--- src/rtl/bp_be_wb_merge_n_if.sv ---
// Writeback merge bundle: producer-side push channels, RF write port and fflags/status.
// The merge unit takes the slave modport; the driver of producers and the RF side takes master.
interface bp_be_wb_merge_n_if #(
    parameter int channels_p     = 2,
    parameter int data_width_p   = 64,
    parameter int rd_width_p     = 5,
    parameter int fflags_width_p = 5
);
    localparam int chan_w = (channels_p > 1) ? $clog2(channels_p) : 1;

    logic                                          flush_i;
    logic [channels_p-1:0]                         wb_v_i;
    logic [channels_p-1:0]                         wb_ready_o;
    logic [channels_p-1:0][rd_width_p-1:0]         wb_rd_i;
    logic [channels_p-1:0][data_width_p-1:0]       wb_data_i;
    logic [channels_p-1:0]                         wb_fflags_v_i;
    logic [channels_p-1:0][fflags_width_p-1:0]     wb_fflags_i;
    logic                                          rf_w_v_o;
    logic                                          rf_ready_i;
    logic [rd_width_p-1:0]                         rf_w_addr_o;
    logic [data_width_p-1:0]                       rf_w_data_o;
    logic [chan_w-1:0]                             rf_w_chan_o;
    logic [fflags_width_p-1:0]                     fflags_acc_o;
    logic                                          fflags_clr_i;
    logic                                          empty_o;

    modport slave (
        input  flush_i, wb_v_i, wb_rd_i, wb_data_i, wb_fflags_v_i, wb_fflags_i,
               rf_ready_i, fflags_clr_i,
        output wb_ready_o, rf_w_v_o, rf_w_addr_o, rf_w_data_o, rf_w_chan_o,
               fflags_acc_o, empty_o
    );

    modport master (
        output flush_i, wb_v_i, wb_rd_i, wb_data_i, wb_fflags_v_i, wb_fflags_i,
               rf_ready_i, fflags_clr_i,
        input  wb_ready_o, rf_w_v_o, rf_w_addr_o, rf_w_data_o, rf_w_chan_o,
               fflags_acc_o, empty_o
    );
endinterface

--- src/rtl/bp_be_wb_merge_n.sv ---
// N-channel writeback merge: per-producer FIFOs drained round-robin to one RF write port,
// with x0-write elision and a sticky fflags accumulator.
module bp_be_wb_merge_n #(
    parameter int channels_p     = 2,
    parameter int data_width_p   = 64,
    parameter int rd_width_p     = 5,
    parameter int fifo_els_p     = 2,
    parameter int fflags_width_p = 5
) (
    input  logic                 clk_i,
    input  logic                 reset_n_i,
    bp_be_wb_merge_n_if.slave    io
);
    localparam int chan_w = (channels_p > 1) ? $clog2(channels_p) : 1;
    localparam int ptr_w  = $clog2(fifo_els_p);
    localparam int cnt_w  = ptr_w + 1;

    typedef struct packed {
        logic [rd_width_p-1:0]     rd;
        logic [data_width_p-1:0]   data;
        logic                      fv;
        logic [fflags_width_p-1:0] ff;
    } entry_t;

    typedef enum logic {ARB, HOLD} state_e;

    entry_t [fifo_els_p-1:0]          mem_q [channels_p];
    entry_t [fifo_els_p-1:0]          mem_d [channels_p];
    logic [channels_p-1:0][ptr_w-1:0] wptr_q, wptr_d, rptr_q, rptr_d;
    logic [channels_p-1:0][cnt_w-1:0] cnt_q, cnt_d;
    logic [chan_w-1:0]                rr_q, rr_d, hold_chan_q, hold_chan_d;
    state_e                           state_q, state_d;
    logic [fflags_width_p-1:0]        acc_q, acc_d;

    logic [channels_p-1:0] nonempty, full, wb_ready;
    logic [chan_w-1:0]     arb_grant, grant, grant_inc;
    logic [chan_w:0]       scan_idx;
    logic                  found, head_v, rf_w_v, deq_fire;
    entry_t                head;

    always_comb begin
        for (int c = 0; c < channels_p; c++) begin
            nonempty[c] = (cnt_q[c] != '0);
            full[c]     = (cnt_q[c] == cnt_w'(fifo_els_p));
        end
        wb_ready = {channels_p{reset_n_i & ~io.flush_i}} & ~full;
    end

    // First non-empty channel at or after the RR pointer, wrapping at channels_p.
    always_comb begin
        arb_grant = rr_q;
        found     = 1'b0;
        scan_idx  = '0;
        for (int i = 0; i < channels_p; i++) begin
            scan_idx = {1'b0, rr_q} + (chan_w+1)'(i);
            if (scan_idx >= (chan_w+1)'(channels_p))
                scan_idx = scan_idx - (chan_w+1)'(channels_p);
            if (!found && nonempty[scan_idx[chan_w-1:0]]) begin
                arb_grant = scan_idx[chan_w-1:0];
                found     = 1'b1;
            end
        end
    end

    always_comb begin
        grant     = (state_q == HOLD) ? hold_chan_q : arb_grant;
        grant_inc = (grant == chan_w'(channels_p - 1)) ? '0 : grant + chan_w'(1);
        head      = mem_q[grant][rptr_q[grant]];
        head_v    = reset_n_i & nonempty[grant];
        rf_w_v    = head_v & (head.rd != '0);
        // x0 entries drain on their own; the flush cycle never counts as a dequeue.
        deq_fire  = head_v & ~io.flush_i & ((head.rd == '0) | io.rf_ready_i);

        state_d     = state_q;
        hold_chan_d = hold_chan_q;
        case (state_q)
            ARB: if (rf_w_v && !io.rf_ready_i && !io.flush_i) begin
                state_d     = HOLD;
                hold_chan_d = grant;
            end
            HOLD: if (io.rf_ready_i || io.flush_i) state_d = ARB;
            default: state_d = ARB;
        endcase

        rr_d  = deq_fire ? grant_inc : rr_q;
        acc_d = io.fflags_clr_i ? '0 : acc_q;
        if (deq_fire && head.fv) acc_d = acc_d | head.ff;
    end

    always_comb begin
        mem_d  = mem_q;
        wptr_d = wptr_q;
        rptr_d = rptr_q;
        cnt_d  = cnt_q;
        for (int c = 0; c < channels_p; c++) begin
            if (io.wb_v_i[c] && wb_ready[c]) begin
                mem_d[c][wptr_q[c]].rd   = io.wb_rd_i[c];
                mem_d[c][wptr_q[c]].data = io.wb_data_i[c];
                mem_d[c][wptr_q[c]].fv   = io.wb_fflags_v_i[c];
                mem_d[c][wptr_q[c]].ff   = io.wb_fflags_i[c];
                wptr_d[c] = wptr_q[c] + ptr_w'(1);
            end
            if (deq_fire && (grant == chan_w'(c)))
                rptr_d[c] = rptr_q[c] + ptr_w'(1);
            cnt_d[c] = cnt_q[c] + cnt_w'(io.wb_v_i[c] & wb_ready[c])
                     - cnt_w'(deq_fire && (grant == chan_w'(c)));
        end
        if (io.flush_i) begin
            wptr_d = '0;
            rptr_d = '0;
            cnt_d  = '0;
        end
    end

    always_ff @(posedge clk_i) begin
        mem_q <= mem_d;
        if (!reset_n_i) begin
            wptr_q      <= '0;
            rptr_q      <= '0;
            cnt_q       <= '0;
            rr_q        <= '0;
            hold_chan_q <= '0;
            state_q     <= ARB;
            acc_q       <= '0;
        end else begin
            wptr_q      <= wptr_d;
            rptr_q      <= rptr_d;
            cnt_q       <= cnt_d;
            rr_q        <= rr_d;
            hold_chan_q <= hold_chan_d;
            state_q     <= state_d;
            acc_q       <= acc_d;
        end
    end

    assign io.wb_ready_o   = wb_ready;
    assign io.rf_w_v_o     = rf_w_v;
    assign io.rf_w_addr_o  = head.rd;
    assign io.rf_w_data_o  = head.data;
    assign io.rf_w_chan_o  = grant;
    assign io.fflags_acc_o = acc_q;
    assign io.empty_o      = ~reset_n_i | ~|nonempty;
endmodule

--- src/flat_wrapper.sv ---
// flat-port wrapper written by rule: the top's interface ports become plain ports
module bp_be_wb_merge_n_flat 
#(
    parameter int channels_p     = 2,
    parameter int data_width_p   = 64,
    parameter int rd_width_p     = 5,
    parameter int fifo_els_p     = 2,
    parameter int fflags_width_p = 5
)
  (clk_i, reset_n_i, io_flush_i, io_wb_v_i, io_wb_rd_i, io_wb_data_i, io_wb_fflags_v_i, io_wb_fflags_i, io_rf_ready_i, io_fflags_clr_i, io_wb_ready_o, io_rf_w_v_o, io_rf_w_addr_o, io_rf_w_data_o, io_rf_w_chan_o, io_fflags_acc_o, io_empty_o);
  bp_be_wb_merge_n_if #(.channels_p(channels_p), .data_width_p(data_width_p), .rd_width_p(rd_width_p), .fflags_width_p(fflags_width_p)) io_i ();
  input  logic clk_i;
  input  logic reset_n_i;
  input wire logic [$bits(io_i.flush_i)-1:0] io_flush_i;
  input wire logic [$bits(io_i.wb_v_i)-1:0] io_wb_v_i;
  input wire logic [$bits(io_i.wb_rd_i)-1:0] io_wb_rd_i;
  input wire logic [$bits(io_i.wb_data_i)-1:0] io_wb_data_i;
  input wire logic [$bits(io_i.wb_fflags_v_i)-1:0] io_wb_fflags_v_i;
  input wire logic [$bits(io_i.wb_fflags_i)-1:0] io_wb_fflags_i;
  input wire logic [$bits(io_i.rf_ready_i)-1:0] io_rf_ready_i;
  input wire logic [$bits(io_i.fflags_clr_i)-1:0] io_fflags_clr_i;
  output wire logic [$bits(io_i.wb_ready_o)-1:0] io_wb_ready_o;
  output wire logic [$bits(io_i.rf_w_v_o)-1:0] io_rf_w_v_o;
  output wire logic [$bits(io_i.rf_w_addr_o)-1:0] io_rf_w_addr_o;
  output wire logic [$bits(io_i.rf_w_data_o)-1:0] io_rf_w_data_o;
  output wire logic [$bits(io_i.rf_w_chan_o)-1:0] io_rf_w_chan_o;
  output wire logic [$bits(io_i.fflags_acc_o)-1:0] io_fflags_acc_o;
  output wire logic [$bits(io_i.empty_o)-1:0] io_empty_o;
  assign io_i.flush_i = io_flush_i;
  assign io_i.wb_v_i = io_wb_v_i;
  assign io_i.wb_rd_i = io_wb_rd_i;
  assign io_i.wb_data_i = io_wb_data_i;
  assign io_i.wb_fflags_v_i = io_wb_fflags_v_i;
  assign io_i.wb_fflags_i = io_wb_fflags_i;
  assign io_i.rf_ready_i = io_rf_ready_i;
  assign io_i.fflags_clr_i = io_fflags_clr_i;
  assign io_wb_ready_o = io_i.wb_ready_o;
  assign io_rf_w_v_o = io_i.rf_w_v_o;
  assign io_rf_w_addr_o = io_i.rf_w_addr_o;
  assign io_rf_w_data_o = io_i.rf_w_data_o;
  assign io_rf_w_chan_o = io_i.rf_w_chan_o;
  assign io_fflags_acc_o = io_i.fflags_acc_o;
  assign io_empty_o = io_i.empty_o;
  bp_be_wb_merge_n #(.channels_p(channels_p), .data_width_p(data_width_p), .rd_width_p(rd_width_p), .fifo_els_p(fifo_els_p), .fflags_width_p(fflags_width_p)) u_core (.clk_i(clk_i), .reset_n_i(reset_n_i), .io(io_i));
endmodule
--- config.mk ---
export PLATFORM = sky130hd
export DESIGN_NAME = bp_be_wb_merge_n_flat
export DESIGN_NICKNAME = d
export VERILOG_FILES = /design/src/rtl/bp_be_wb_merge_n_if.sv /design/src/rtl/bp_be_wb_merge_n.sv /design/src/flat_wrapper.sv
export SDC_FILE = /design/constraint.sdc
export NUM_CORES = 1
export LEC_CHECK = 0
export BUFFER_PORTS_ARGS = -buffer_cell sky130_fd_sc_hd__buf_2
export CORE_ASPECT_RATIO = 1.4
export CORE_UTILIZATION = 55
export DETAILED_ROUTE_END_ITERATION = 10
export GPL_TIMING_DRIVEN = 0
export PLACE_DENSITY_LB_ADDON = 0.1
export SLEW_MARGIN = 30
export SYNTH_ARGS = -nofsm -noshare
export SYNTH_HDL_FRONTEND = slang
export SYNTH_SLANG_ARGS = --single-unit
export TNS_END_PERCENT = 50
--- constraint.sdc ---
create_clock -name clk_i -period 11.71 [get_ports clk_i]
set_input_delay 0 -clock clk_i [delete_from_list [all_inputs] [get_ports clk_i]]
set_output_delay 0 -clock clk_i [all_outputs]
set_load 0.02 [all_outputs]
# ---- Word-level counts from Yosys, hierarchy flattened
# Index checks and enable logic that the tools add are counted.
dict set report classes {
  shift 0
  add_sub_neg 12
  muxes 49
  n_mul 0
  bitwise 17
  n_lt_le_gt_ge 11
  eq_ne 2
  reduce_logical 22
  div_mod_pow 0
}
# op n
set op_table {}
lappend op_table {{bitwise mux 150 bit} 8}
lappend op_table {{demux 75 bit (select 1 bit)} 8}
lappend op_table {{two-way mux 150 bit} 3}
lappend op_table {{two-way mux 75 bit} 4}
lappend op_table {{two-way mux 70 bit} 2}
lappend op_table {{two-way mux 5 bit} 4}
lappend op_table {{two-way mux 1 bit} 17}
lappend op_table {{< comparator 1 x 2 -> 1 bit (second input constant)} 6}
lappend op_table {{two-way mux 6 bit} 2}
lappend op_table {{logical AND 1 bit} 10}
lappend op_table {{bitwise AND 1 bit} 7}
lappend op_table {{adder 1 bit (second input constant)} 5}
lappend op_table {{logical NOT 5 bit} 1}
lappend op_table {{OR 5 bit} 1}
lappend op_table {{nonzero test 5 bit} 1}
lappend op_table {{adder 2 bit} 2}
lappend op_table {{== test 2 bit (second input constant)} 2}
lappend op_table {{>= comparator 2 bit (second input constant)} 2}
lappend op_table {{logical NOT 1 bit} 4}
lappend op_table {{inverter 1 bit} 4}
lappend op_table {{nonzero test 2 bit} 2}
lappend op_table {{OR reduction 2 bit} 2}
lappend op_table {{subtractor 2 x 1 -> 2 bit} 2}
lappend op_table {{adder 1 x 1 -> 2 bit (second input constant)} 1}
lappend op_table {{other kinds (10)} 13}
dict set report word_totals {
  mem_bits_ro 0
  ramBits 0
  input_bits 157
  latch_bits 0
  out_inout_bits 79
  reg_bits 316
  word_cells 139
  mem_count 0
}

# ---- Longest topological paths before layout
# Gate-level depths: netlist of the first run.
dict set report logic_depth {
  depth_word 21
  ltp_mapped 12
  ltp_nobuf 11
}

# ---- Worst setup path before layout of the first run
# Ideal clock, no wire load.
dict set report synth_timing {
  path_kind {register -> register}
  from {register u_core.cnt_q[0] in the netlist's numbering}
  to {register u_core.mem_q[150] in the netlist's numbering, enable pin}
  setup_ps 509
  synth_period_minus_slack_ps 4685
  t_required_ps 11201
  path_slack_ps 7025
  path_buffers 0
  stages_incl_launch_ff 5
  arrival_ps 4176
  path_cell_list {dfxtp_1 > inv_1 > a21oi_1 > nand2_1 > nor2_1}
}
dict set report synth_between {
  elab_chain_cells 4
}
# element line
set synth_rtl {}
lappend synth_rtl {{start, declared} bp_be_wb_merge_n.sv:30} ;# logic [channels_p-1:0][cnt_w-1:0] cnt_q, cnt_d;
lappend synth_rtl {{start signal, assigned} bp_be_wb_merge_n.sv:128} ;# cnt_q <= cnt_d;
lappend synth_rtl {{== test 2 bit} bp_be_wb_merge_n.sv:44} ;# full[c] = (cnt_q[c] == cnt_w'(fifo_els_p));
lappend synth_rtl {{inverter 2 bit} bp_be_wb_merge_n.sv:46} ;# wb_ready = {channels_p{reset_n_i & ~io.flush_i}} & ~full;
lappend synth_rtl {{bitwise AND 2 bit} bp_be_wb_merge_n.sv:46}
lappend synth_rtl {{net io_wb_ready_o[0]} flat_wrapper.sv:22} ;# output wire logic [$bits(io_i.wb_ready_o)-1:0] io_wb_ready_o;
lappend synth_rtl {{logical AND 1 bit} bp_be_wb_merge_n.sv:96} ;# if (io.wb_v_i[c] && wb_ready[c]) begin
lappend synth_rtl {{end signal, assigned} bp_be_wb_merge_n.sv:116} ;# mem_q <= mem_d;
lappend synth_rtl {{end, declared} bp_be_wb_merge_n.sv:27} ;# entry_t [fifo_els_p-1:0] mem_q [channels_p];
# The timed path passes the listed nets, and every way through them passes these cells.
# A chain may end at the register's enable or synchronous reset.

# ---- Final worst setup path of the first run
dict set report layout_timing {
  from {register u_core.rptr_q[1] in the netlist's numbering}
  to {output io_rf_w_data_o[55]}
}
dict set report layout_between {
  elab_chain_cells 4
}
# element line
set layout_rtl {}
lappend layout_rtl {{start, declared} bp_be_wb_merge_n.sv:29} ;# logic [channels_p-1:0][ptr_w-1:0] wptr_q, wptr_d, rptr_q, rptr_d;
lappend layout_rtl {{start signal, assigned} bp_be_wb_merge_n.sv:127} ;# rptr_q <= rptr_d;
lappend layout_rtl {{two-way mux 1 bit (not written as such) (2 in series)} bp_be_wb_merge_n.sv:68} ;# head = mem_q[grant][rptr_q[grant]];
lappend layout_rtl {{two-way mux 75 bit (not written as such) (2 in series)} bp_be_wb_merge_n.sv:68}
lappend layout_rtl {{end, declared} flat_wrapper.sv:25} ;# output wire logic [$bits(io_i.rf_w_data_o)-1:0] io_rf_w_data_o;
# Every way passes these cells. The select of a mux whose other input is x is not followed.

==> reports/metrics.csv, run 1 <==
metric,value,unit
drtIter0Drc,449,
yosysUniqueCellTypes,40,
cp_max_fo,10,
reg2reg_slack,8250,ps
chipWidth,128.8,µm
crit_required,11710,ps
cts.clk_slew.worst_paths,70,ps
synth_most_common_cell,edfxtp_1,
worstHoldEndpoint,u_core.mem_q[265]$_DFFE_PP_,
critPathCaptureType,output pin,
syn_area_per_cell,16.07,µm²
core_area,0.02194,mm²
drive_gt1_frac,0.2571,
ys_top_cells_by_area,"edfxtp_1 (73%), mux2i_1 (5.8%), nor2b_1 (4.0%)",
num_rows,64,
die_area,0.02314,mm²
finalWeightedCongestion,0.7908,
dr.pass1.iters,5,
dpl.hpwl,18830,µm
routed_wl,30080,µm
grt_max_degree,40,
synthSimpleGateAreaFrac,0.07161,
worstMarginPinSlew,827.9,ps
post_cts_resized,0,
hold_violations,0,
dr_total_vias,8249,
dp_slack,8733,ps
hold_ws,176.1,ps
reg2reg_depth,11,
clock_path_buffers,3,
synth_edf_count,300,
grt_use_total,0.2629,
synth_top_family_by_area,compound AO/OA/AOI/OAI gates,
fin_tns_setup,0,ps
htreeDepth,1,
die_h,179.6,µm
muxShareOfSynthArea,0.07090,
layout_setup_ws,8130,ps
r2r-end,u_core.cnt_q[0]$_SDFF_PP0_,
cts_tree,built,
synthFlopType,edfxtp_1,
ir_drop,0.0001482,V
start_util,0.5646,
fin_crit,3580,ps
syn-num-nets,932,
yosys.area_share.xor_xnor,0.004949,
critical_path.startpoint_type,flop,
cts_made_buffers,29,
setup_violations,0,
ys_top_cells_by_count,"edfxtp_1 (300), nor2b_1 (80), mux2i_1 (72)",
fmax,279.3,MHz
synth_fa_ha_area_frac,0.004949,
path_class,flop to output pin,
drv_slew,0,
synth_top_area_share,0.7272,
post-route-drc-count,0,
hp-class,primary input to flop,
async_flop_share,0,
leakage,0.005962,µW
nets,1368,
grt_pass1_vias,8814,
synth_compound_area_frac,0.07817,
layout.core_utilization,0.7690,
status,"complete, no violations",
slew_headroom,0.4481,
final_area,0.01687,mm²
hold-path-cell-count,2,
placed_area,0.01426,mm²
synth_top_cell_by_area,edfxtp_1,
synth_area,0.01239,mm²
period_share,0.3057,
vias_per_cell,5.399,
clock_skew,23.33,ps
grt-ovfl-total,0,
hp-start,io_wb_data_i[34],
r2r_start,u_core.cnt_q[3]$_SDFF_PP0_,
ys_warn_count,0,
ys_seq_elements,316,
cts_sinks,316,
root_buffer,clkbuf_16,
seq_area_frac_synth,0.7531,
synthCells,771,
timing.max_cap.violations,0,
rsz0062_at_grt,no,
syn_to_final_growth,36.21,%
port_buffers,235,
wire_per_inst,19.69,µm
clk_latency,550,ps
critPathArrivalTime,3580,ps
ios,236,
antenna_found_initial,2,
cellPowerDensity,145.8,mW/mm²
detail-route-antenna-nets,0,
grt_pass1_wl,45860,µm
## cell families after synthesis
| group | count (synthesis) |
|---|---|
| flops | 316 |
| simple gates | 153 |
| compound gates | 152 |
| mux | 85 |
| buf+inv | 53 |
| xor+xnor | 7 |
| fa+ha+maj | 5 |
## cells in the final DEF (no fill, tap or decap), types with 3 or more instances in the layout
cell type,instances
clkbuf_1,40
buf_16,9
dfxtp_1,16
buf_2,238
xnor2_1,3
inv_1,7
mux2_2,12
nand4_1,10
bufinv_16,7
clkbuf_16,29
xor2_1,4
clkinv_1,5
or3_1,3
mux2i_1,72
and2_1,12
nand3_1,5
nor2b_1,80
clkinv_2,8
ha_1,4
a211oi_1,66
dlygate4sd3_1,158
nor4_1,6
a21oi_1,70
nor2_1,16
nand2b_1,3
edfxtp_1,300
nand2_1,9
buf_1,3
o21ai_0,4
## routing by layer
layer / GRT usage / share of wire / routed length, µm / up-vias
met3: 0.04286 / 0.059 / 1781 / 65
met1: 0.3030 / 0.37 / 11150 / 4008
met5: 0 / 0 / 0 / -
met4: 0.09835 / 0.030 / 896 / 0
met2: 0.4832 / 0.54 / 16250 / 315
li1: - / - / - / 3861
## power by group
group          internal (µW)  switching [µW]
clock                    606             407
sequential              1260            4.68
combinational           90.6            95.1
## how the worst max path moves through the flow
stage / startpoint / depth (start not counted) / to
finish: u_core.rptr_q[1]$_SDFFE_PP0P_ / 7 / io_rf_w_data_o[55]
global route: u_core.rptr_q[1]$_SDFFE_PP0P_ / 7 / io_rf_w_data_o[43]
CTS: u_core.rptr_q[1]$_SDFFE_PP0P_ / 7 / io_rf_w_data_o[43]
detailed placement: u_core.cnt_q[3]$_SDFF_PP0_ / 12 / u_core.cnt_q[1]$_SDFF_PP0_
global placement: u_core.cnt_q[0]$_SDFF_PP0_ / 4 / u_core.mem_q[202]$_DFFE_PP_
floorplan: u_core.cnt_q[0]$_SDFF_PP0_ / 4 / u_core.mem_q[150]$_DFFE_PP_
## stage by stage
step	power [µW]	cells
CTS	2461	1526
detailed placement	1426	1315
finish	2460	1528
global placement	1417	1303
floorplan	1354	771
global route	2526	1528
## registers in the layout, summed over array words and instances, names as in the netlist
signal and flops:
u_core.mem_q 300, u_core.cnt_q 4, u_core.io.fflags_acc_o 5, u_core.state_q 1, u_core.rr_q 1, u_core.hold_chan_q 1, u_core.wptr_q 2, u_core.rptr_q 2
## critical path, stage by stage (launching register included)
cell and delay, ps:
dfxtp_1 310, clkbuf_1 480, buf_1 510, clkbuf_1 640, clkbuf_1 480, a211oi_1 200
a21oi_1 190, buf_2 210
## final cells by class
class | instances | area (µm²)
buffer | 45 | 172.7
fill | 1397 | 5067
tap | 297 | 371.6
sequential | 316 | 9329
clock buffer | 30 | 729.5
timing repair buffer | 405 | 3060
clock inverter | 23 | 294.0
inverter | 8 | 30.03
antenna | 2 | 5.005
multi-input combinational | 402 | 2882
## what timing repair did
action                     in CTS  in global routing
hold endpoints to repair      317                  0
setup endpoints to repair       0                  0
hold buffers                  158                  0
buffers inserted                0                  0
No activity file was read; power rests on OpenSTA's default activity.
==> run 2: changes to the inputs <==
--- a/config.mk
+++ b/config.mk
@@ -7,7 +7,7 @@
 export LEC_CHECK = 0
 export BUFFER_PORTS_ARGS = -buffer_cell sky130_fd_sc_hd__buf_2
 export CORE_ASPECT_RATIO = 1.4
-export CORE_UTILIZATION = 55
+export CORE_UTILIZATION = 50
 export DETAILED_ROUTE_END_ITERATION = 10
 export GPL_TIMING_DRIVEN = 0
 export PLACE_DENSITY_LB_ADDON = 0.1
==> constraint.sdc (replaced) <==
create_clock -name clk_i -period 3.05 [get_ports clk_i]
set_input_delay 0 -clock clk_i [delete_from_list [all_inputs] [get_ports clk_i]]
set_output_delay 0 -clock clk_i [all_outputs]
set_load 0.02 [all_outputs]
==> run 2 against run 1 <==
Compared with the run above:
- clock power rose to 3.3 times the previous value
- design area down 0.99%
- count of clock-buffer cells in the layout up 4
- wire length down 3.0%
- largest cell class unchanged
- global-route usage down 3.2 points
==> reports/metrics.csv, run 2 (synthesized netlist as in run 1, its figures left out) <==
metric,value,unit,change
ir_drop,0.0004973,V,was 0.0001482 V
wire_per_inst,19.02,µm,was 19.69 µm
slew_headroom,0.4445,,was 0.4481
grt_pass1_wl,44490,µm,"was 45,860 µm"
nets,1365,,"was 1,368"
htreeDepth,1,,unchanged
hp-class,primary input to flop,,unchanged
status,"complete, no violations",,unchanged
p_int,7065,µW,was 1953 µW
path_cells,or2_1 > maj3_2 > mux2i_4 > buf_4 > clkbuf_1 > a211oi_1 > a21oi_1 > buf_2,,was clkbuf_1 > buf_1 > clkbuf_1 > clkbuf_1 > a211oi_1 > a21oi_1 > buf_2
grt-ovfl-total,0,,unchanged
antenna_cells,0,,was 2
clock_path_buffers,3,,unchanged
critPathCaptureType,output pin,,unchanged
routed_wl,29180,µm,"was 30,080 µm"
final_cell_mix,"edfxtp_1 (300), buf_2 (240), dlygate4sd3_1 (157), nor2b_1 (80), mux2i_1 (72)",,"was edfxtp_1 (300), buf_2 (238), dlygate4sd3_1 (158), nor2b_1 (80), mux2i_1 (72)"
cp_slowest_cell,clkbuf_1,,unchanged
fmax,340.5,MHz,
switching_share,0.2064,,was 0.2061
dp_slack,-73.88,ps,was 8733 ps
antenna_found_initial,0,,was 2
num_rows,67,,was 64
worstHoldEndpoint,u_core.mem_q[200]$_DFFE_PP_,,was u_core.mem_q[265]$_DFFE_PP_
clock_skew,8.959,ps,was 23.33 ps
dpl.hpwl,19110,µm,"was 18,830 µm"
worstSetupStartpoint,u_core.cnt_q[3]$_SDFF_PP0_,,was u_core.rptr_q[1]$_SDFFE_PP0P_
root_buffer,clkbuf_16,,unchanged
reg2reg_depth,12,,was 11
syn_to_final_growth,34.85,%,was 36.21%
r2r_start,u_core.cnt_q[3]$_SDFF_PP0_,,unchanged
layout_setup_ws,113.4,ps,was 8130 ps
largest_reg_flops,300,,unchanged
setup_violations,0,,unchanged
critical_path.startpoint_type,flop,,unchanged
hp-start,io_wb_data_i[44],,was io_wb_data_i[34]
core_area,0.02414,mm²,was 0.02194 mm²
p_seq_frac,0.544,,was 0.513
grt_use_total,0.2310,,was 0.2629
largest_register,u_core.mem_q,,unchanged
cp_max_fo,10,,unchanged
critPathArrivalTime,2940,ps,was 3580 ps
cellPowerDensity,532.9,mW/mm²,was 145.8 mW/mm²
finalWeightedCongestion,0.7726,,was 0.7908
rsz0062_at_grt,no,,unchanged
post-route-drc-count,0,,unchanged
fin_crit,2937,ps,
hold_violations,0,,unchanged
dr.pass1.iters,5,,unchanged
path_class,flop to output pin,,unchanged
grt_max_degree,41,,was 40
drv_slew,0,,unchanged
cts.clk_slew.worst_paths,60,ps,was 70 ps
drtIter0Drc,358,,was 449
critPathMaxStageDelay,390,ps,was 640 ps
p_switching,1838,µW,was 507.2 µW
cts_made_buffers,29,,unchanged
period_share,0.9628,,
power_frac_comb,0.079,,was 0.075
die_h,188.2,µm,was 179.6 µm
die_area,0.02542,mm²,was 0.02314 mm²
clk_latency,530,ps,was 550 ps
start_util,0.5131,,was 0.5646
timing.max_cap.violations,0,,unchanged
port_buffers,235,,unchanged
crit_required,3050,ps,"was 11,710 ps"
worstMarginPinSlew,833.3,ps,was 827.9 ps
cts_sinks,316,,unchanged
fin_tns_setup,0,ps,unchanged
ios,236,,unchanged
detail-route-antenna-nets,0,,unchanged
chipWidth,135.0,µm,was 128.8 µm
leakage,0.005914,µW,was 0.005962 µW
dr_total_vias,8031,,"was 8,249"
drive_gt1_frac,0.2639,,was 0.2571
vias_per_cell,5.235,,was 5.399
hold-path-cell-count,2,,unchanged
p_clk_frac,0.377,,was 0.412
grt_pass1_vias,8518,,"was 8,814"
r2r-end,u_core.cnt_q[1]$_SDFF_PP0_,,was u_core.cnt_q[0]$_SDFF_PP0_
reg2reg_slack,140,ps,was 8250 ps
final_common_cell,edfxtp_1,,unchanged
cts_tree,built,,unchanged
-- run 2: changes by cell type in the layout (fill, tap and decap cells not counted), sizes merged --
| cell | delta |
|---|---|
| clkbuf | +3 |
| buf | -1 |
| diode | -2 |
| dlygate4sd3 | -1 |
| inv | -1 |
| clkinv | +1 |
| bufinv | -5 |
| clkinvlp | -1 |
-- run 2: critical path: cells and delay by family, from the launching register on --
kind / cells / cell delay [ps]
flip-flops: 1 / 360
AO/OA/AOI/OAI: 2 / 350
buffers and inverters: 3 / 810
adder cells (fa/ha/maj): 1 / 320
multiplexers: 1 / 310
AND/OR/NAND/NOR: 1 / 250
-- run 2: worst max path at each step --
stage | to | slack (ps) | cells past startpoint
finish | io_rf_w_data_o[10] | 110 | 8
global placement | u_core.mem_q[276]$_DFFE_PP_ | -1360 | 2
detailed placement | io_rf_w_data_o[57] | -70 | 7
global route | u_core.cnt_q[1]$_SDFF_PP0_ | 8 | 12
floorplan | u_core.mem_q[225]$_DFFE_PP_ | -130 | 3
CTS | io_rf_w_data_o[35] | 4 | 7
-- run 2: repair_timing --
item / 4_1_cts / 5_1_grt
setup endpoints to repair: 70 / 51
hold endpoints to repair: 312 / 0
resized for setup: 13 / 13
hold buffers: 157 / 0
buffers inserted: 0 / 1
-- run 2: cell type report --
type                       count  area [µm²]
sequential                   316        9330
fill                        1706        7437
timing repair buffer         403        3010
multi-input combinational    402        2888
clock buffer                  34       744.5
tap                          310       387.9
buffer                        44       192.7
clock inverter                17       122.6
inverter                       8       30.03
-- run 2: power groups by stage --
stage	Sequential [µW]	Combinational (µW)	Clock, µW
3_3_place_gp	4940	499	0
4_1_cts	4840	703	3420
6_report	4840	704	3350
5_1_grt	4850	760	3560
2_1_floorplan	4930	259	0
3_5_place_dp	4930	537	0
-- run 2: per-stage QoR --
stage / area, µm² / utilization / total power (µW) / hold slack, ps / std cells
6_report: 16710 / 0.6920 / 8902 / 191.2 / 1534
3_5_place_dp: 14230 / 0.5895 / 5471 / 191.3 / 1326
5_1_grt: 16710 / 0.6920 / 9163 / 173.7 / 1534
3_3_place_gp: 13970 / 0.5785 / 5436 / 187.2 / 1316
4_1_cts: 16690 / 0.6913 / 8968 / 164.5 / 1533
2_1_floorplan: 12400 / - / 5193 / 78.02 / 771
-- run 2: per-layer routing --
layer	vias to the layer above	wire length, µm	global-route usage
li1	3853	-	-
met1	3877	11460	0.2733
met4	0	801	0.07692
met2	246	15330	0.4213
met3	55	1580	0.03874
met5	-	0	0
